$ cat src/rtl/instr_fetch.sv
// Instruction fetch stage: PC register, IF/ID pipeline register and a sticky
// fault/halt state for misaligned redirects or fetches past the end of memory.
module instr_fetch #(
  parameter logic [31:0] RESET_PC  = 32'h0000_0000,
  parameter int unsigned MEM_WORDS = 64
) (
  input  logic        clk,
  input  logic        reset_n,
  input  logic        stall,
  input  logic        redirect_valid,
  input  logic [31:0] redirect_pc,
  input  logic [31:0] instr_in,
  output logic [31:0] pc,
  output logic        if_valid,
  output logic [31:0] if_instr,
  output logic [31:0] if_pc,
  output logic [31:0] if_pc4,
  output logic        fault,
  output logic [31:0] fetch_count
);

  localparam int unsigned WORD_AW = 30;
  localparam logic [WORD_AW-1:0] MEM_LIMIT = WORD_AW'(MEM_WORDS);
  localparam logic [WORD_AW-1:0] RESET_WORD = RESET_PC[31:2];

  typedef enum logic {
    ST_RUN  = 1'b0,
    ST_HALT = 1'b1
  } state_e;

  state_e state_q, state_d;

  // PC kept as a word address so the byte offset is structurally zero.
  logic [WORD_AW-1:0] pc_q, pc_d;
  logic               valid_q, valid_d;
  logic [31:0]        instr_q, instr_d;
  logic [31:0]        ifpc_q, ifpc_d;
  logic [31:0]        ifpc4_q, ifpc4_d;
  logic               fault_q, fault_d;
  logic [31:0]        count_q, count_d;

  logic               misaligned_c;
  logic               out_of_range_c;
  logic [WORD_AW-1:0] pc_next_word_c;

  assign misaligned_c   = redirect_valid && (redirect_pc[1:0] != 2'b00);
  assign out_of_range_c = !redirect_valid && (pc_q >= MEM_LIMIT);
  assign pc_next_word_c = pc_q + WORD_AW'(1);

  always_ff @(posedge clk or negedge reset_n) begin
    if (!reset_n) begin
      state_q <= ST_RUN;
      pc_q    <= RESET_WORD;
      valid_q <= 1'b0;
      instr_q <= 32'h0;
      ifpc_q  <= 32'h0;
      ifpc4_q <= 32'h0;
      fault_q <= 1'b0;
      count_q <= 32'h0;
    end else begin
      state_q <= state_d;
      pc_q    <= pc_d;
      valid_q <= valid_d;
      instr_q <= instr_d;
      ifpc_q  <= ifpc_d;
      ifpc4_q <= ifpc4_d;
      fault_q <= fault_d;
      count_q <= count_d;
    end
  end

  // Next-state: fault > redirect > stall > advance; HALT freezes everything.
  always_comb begin
    state_d = state_q;
    pc_d    = pc_q;
    valid_d = valid_q;
    instr_d = instr_q;
    ifpc_d  = ifpc_q;
    ifpc4_d = ifpc4_q;
    fault_d = fault_q;
    count_d = count_q;

    unique case (state_q)
      ST_RUN: begin
        if (misaligned_c || out_of_range_c) begin
          state_d = ST_HALT;
          fault_d = 1'b1;
          valid_d = 1'b0;
        end else if (redirect_valid) begin
          pc_d    = redirect_pc[31:2];
          valid_d = 1'b0;
        end else if (!stall) begin
          instr_d = instr_in;
          ifpc_d  = {pc_q, 2'b00};
          ifpc4_d = {pc_next_word_c, 2'b00};
          valid_d = 1'b1;
          pc_d    = pc_next_word_c;
          count_d = count_q + 32'd1;
        end
      end
      ST_HALT: begin
        valid_d = 1'b0;
        fault_d = 1'b1;
      end
      default: begin
        state_d = ST_HALT;
        valid_d = 1'b0;
        fault_d = 1'b1;
      end
    endcase
  end

  assign pc          = {pc_q, 2'b00};
  assign if_valid    = valid_q;
  assign if_instr    = instr_q;
  assign if_pc       = ifpc_q;
  assign if_pc4      = ifpc4_q;
  assign fault       = fault_q;
  assign fetch_count = count_q;

endmodule

$ cat config.mk
export PLATFORM = sky130hd
export DESIGN_NAME = instr_fetch
export DESIGN_NICKNAME = d
export VERILOG_FILES = /design/src/rtl/instr_fetch.sv
export SDC_FILE = /design/constraint.sdc
export NUM_CORES = 1
export LEC_CHECK = 0
export CORE_MARGIN = 2
export CORE_UTILIZATION = 30
export DETAILED_ROUTE_END_ITERATION = 10
export GPL_TIMING_DRIVEN = 0
export HOLD_SLACK_MARGIN = 0.03
export PLACE_DENSITY_LB_ADDON = 0.08
export SYNTH_ARGS = -nofsm -noshare
export SYNTH_HDL_FRONTEND = slang
export SYNTH_SLANG_ARGS = --single-unit
export TNS_END_PERCENT = 1
$ cat constraint.sdc
create_clock -name clk -period 2.6 [get_ports clk]
set_input_delay 0.52 -clock clk [delete_from_list [all_inputs] [get_ports clk]]
set_output_delay 0.52 -clock clk [all_outputs]
set_load 0.02 [all_outputs]
==> summary.md <==
| Metric | Value |
|---|---|
| Combinational power share | `7.0%` |
| EDFF count, synth | `0` |
| Total core area | `22600 um^2` |
| Initial DRC Count | `about 250` |
| Placed Instance Area | `9500 um^2` |
| H-tree depth | `4` |
| Drt wl/cell | `between 15 and 20 um` |
| PwrDens | `548 nW/um^2` |
| Final nets | `900` |
| DRT antenna net count | `0` |
| Max clock buf depth | `2` |
| Sink Count | `157` |
| Sequential fraction of the synthesis area | `a little under three fifths` |
| Cell Int Power | `4.25 mW` |
| Capturing point of the worst reg2reg path | `pc_q[25]` |
| Tmin final | `between 2 and 3 ns` |
| Total number of vias | `~5500` |
| Critical Path Source Type | `flop` |
| Syn Area/Cell | `around 12 um^2` |
| Final core occ | `between 40% and 50%` |
| Synth area leader | `dfrtp_1` |
| Setup WS pre-CTS | `-0.303 ns` |
| Drt first pass iters | `4` |
| Critical Setup Path Class | `flop to flop` |
| Lkg Pwr | `roughly 4.5 nW` |
| Hold Violations, Final | `0` |
| VDD IR max | `around 0.41 mV` |
| Most frequent cells in the layout | `222 x clkdlybuf4s50_1, 157 x dfrtp_1, 53 x and2_1` |
| Worst Tran Pin Value | `0.654 ns` |
| Post-Synthesis Cells | `between 500 and 600` |
| Top cell type's share of synthesized area | `between 50% and 60%` |
| Vias per cell | `4.90` |
| IO Count | `230` |
| Status | `finished, final reports clean` |
| Async set or reset register ratio after synthesis | `100%` |
| Reg2Reg Setup Slack | `between 0.06 and 0.07 ns` |
| Postcts setup bufs | `0` |
| Row count | `between 50 and 60` |
| Max-slew violation count | `0` |
| Final GP Congestion | `0.857` |
| Switching Fraction | `23.6%` |
| Clk_lat worst skew | `~0.42 ns` |
| Net Switching | `about 1.3 mW` |
| Yosys warns | `0` |
| Layout Area Growth over Synthesis | `48.0%` |
| Setup ws final | `around 0.067 ns` |
| Die Y | `155 um` |
| Fin Setup TNS | `0 ns` |
| Setup Viol. Count Final | `0` |
| Grt ovf | `0` |
| GR Util All Layers | `between 10% and 20%` |
| R2r startpoint | `pc_q[27]` |
| Design Power | `~5.6 mW` |
| Final Cell Area | `just over 10000 um^2` |
| Clock power share | `between 40% and 50%` |
| Max Cap Violations | `0` |
| Hold_ws | `between 0.05 and 0.06 ns` |
| Post-synth top flop | `dfrtp_1` |
| Placed Cells | `about 1100` |
| Fill count | `slightly above 2000` |
| R2R cell count | `5` |
| Worst slew margin | `between 50% and 60%` |
| Final cell count without fillers | `about 1100` |
| Clock skew | `between 0.009 and 0.01 ns` |
| HPWL after detailed placement | `~15 mm` |
| CTS tree | `yes` |
| Crit. End Element | `flop` |
| Initial core utilization | `a little under a third` |
| F_max | `395 MHz` |
| Most common cell after layout, fill and taps aside | `clkdlybuf4s50_1` |
| Ant. Diodes | `0` |
| FF+latch count, synth | `~160` |
| CP arrival | `roughly 2.8 ns` |
| First-pass GRT wire length | `around 33 mm` |
| Initial antenna violation count | `0` |
| Clk slew on worst S/H paths | `approximately 0.07 ns` |
| Residual DRC | `0` |
| Die width | `approximately 160 um` |
| Die ar. | `24100 um^2` |
| Dominant cells by area after synthesis | `dfrtp_1 57%, mux2_2 5.6%, and2_1 4.8%` |
| Vias in the first global route | `approximately 5800` |
| Sequential Power Share | `about 45%` |
| Largest net degree at the start of global routing | `just over 80` |
| Synth cell types | `56` |
| Worst EP required | `approximately 2.9 ns` |
| Final period util | `a little over nine tenths` |
| RSZ-0062 raised after global routing | `yes` |
| PortBufs | `between 200 and 250` |
| Layout cells sized above 1 | `around 14%` |
| Peak fanout along the critical path | `10` |
| CTS buffer count | `17` |
| Area of the mapped netlist | `~6900 um^2` |
| Hold crit path type | `input pin to async pin` |
| Final Routed Wirelength | `around 21 mm` |
| CTS Root Cell | `clkbuf_16` |
[critical path, stage by stage (launching register included)]
cell,delay (ns)
dfrtp_1,0.46
nor4_2,0.37
nand4_1,0.44
o21ai_2,0.63
buf_2,0.38
o211ai_1,0.12
[power groups by stage]
stage	Sequential, mW	Combinational (mW)	Clock [mW]
finish	2.50	0.389	2.68
global route	2.50	0.428	2.85
CTS	2.50	0.393	2.74
detailed placement	2.54	0.391	0
global placement	2.54	0.381	0
floorplan	2.57	0.117	0
[per-layer routing]
metal | vias up | global-route usage (%) | wire [um]
met1 | 2748 | 23.2 | 9210
met3 | 27 | 6.10 | 1570
met5 | - | 0 | 0
li1 | 2553 | - | -
met4 | 0 | 6.03 | 435
met2 | 192 | 26.6 | 9500
[worst max-delay path by stage]
stage	start	endpoint	slack, ns
3_5_place_dp	redirect_valid	pc_q[20]	-0.30
5_1_grt	pc_q[19]	pc_q[8]	-0.1
6_report	pc_q[27]	pc_q[25]	0.07
2_1_floorplan	pc_q[23]	if_instr[17]	0.56
3_3_place_gp	reset_n	if_pc4[20]	-5.56
4_1_cts	pc_q[9]	pc_q[9]	0.05
[kinds of logic after synthesis]
| group | Yosys count | share of synthesized area, % |
|---|---|---|
| compound gates | 76 | 7.33 |
| xor+xnor | 36 | 4.60 |
| fa+ha+maj | 3 | 0.547 |
| buf+inv | 59 | 4.31 |
| flops | 157 | 57.3 |
| mux | 43 | 7.23 |
| other cells | 1 | 0.0547 |
| simple gates | 206 | 18.6 |
[flip-flops by register name, indices dropped and copies added, names as in the netlist]
register	flops
if_valid	1
pc_q	30
if_instr	32
state_q	1
fault	1
fetch_count	32
if_pc4	30
if_pc	30
[what timing repair did]
action,in CTS,in global routing
setup endpoints to repair,12,20
hold buffers,0,0
pin swaps,1,0
resized for setup,1,4
[Yosys cell counts, types with 3 or more instances]
cell type,n
a21o_1,3
ha_1,3
nand2b_1,3
dfrtp_1,157
mux2_2,34
o221ai_1,4
buf_6,4
nor4_1,12
clkbuf_1,17
inv_1,14
nor2_1,16
o21ai_0,25
and4_1,10
nand2_1,21
mux2i_1,3
nand4_1,19
o22ai_1,6
buf_1,3
mux2_4,4
o22a_1,3
buf_2,14
nor4_2,13
o31ai_1,3
xor2_1,30
nor2b_1,3
buf_4,7
nand3_1,19
xnor2_1,6
a21oi_1,14
and2_1,53
nor3_1,22
and3_1,6
[cell type report]
| cell class | count | area (um^2) | share of cell area, % |
|---|---|---|---|
| clock inverter | 13 | 178 | 1.75 |
| buffer | 45 | 244 | 2.40 |
| clock buffer | 19 | 453 | 4.46 |
| timing repair buffer | 224 | 2260 | 22.3 |
| tap | 285 | 357 | 3.51 |
| multi-input combinational | 370 | 2670 | 26.3 |
| sequential | 157 | 3930 | 38.7 |
| inverter | 14 | 52.6 | 0.518 |
(Power assumes the default switching activity.)
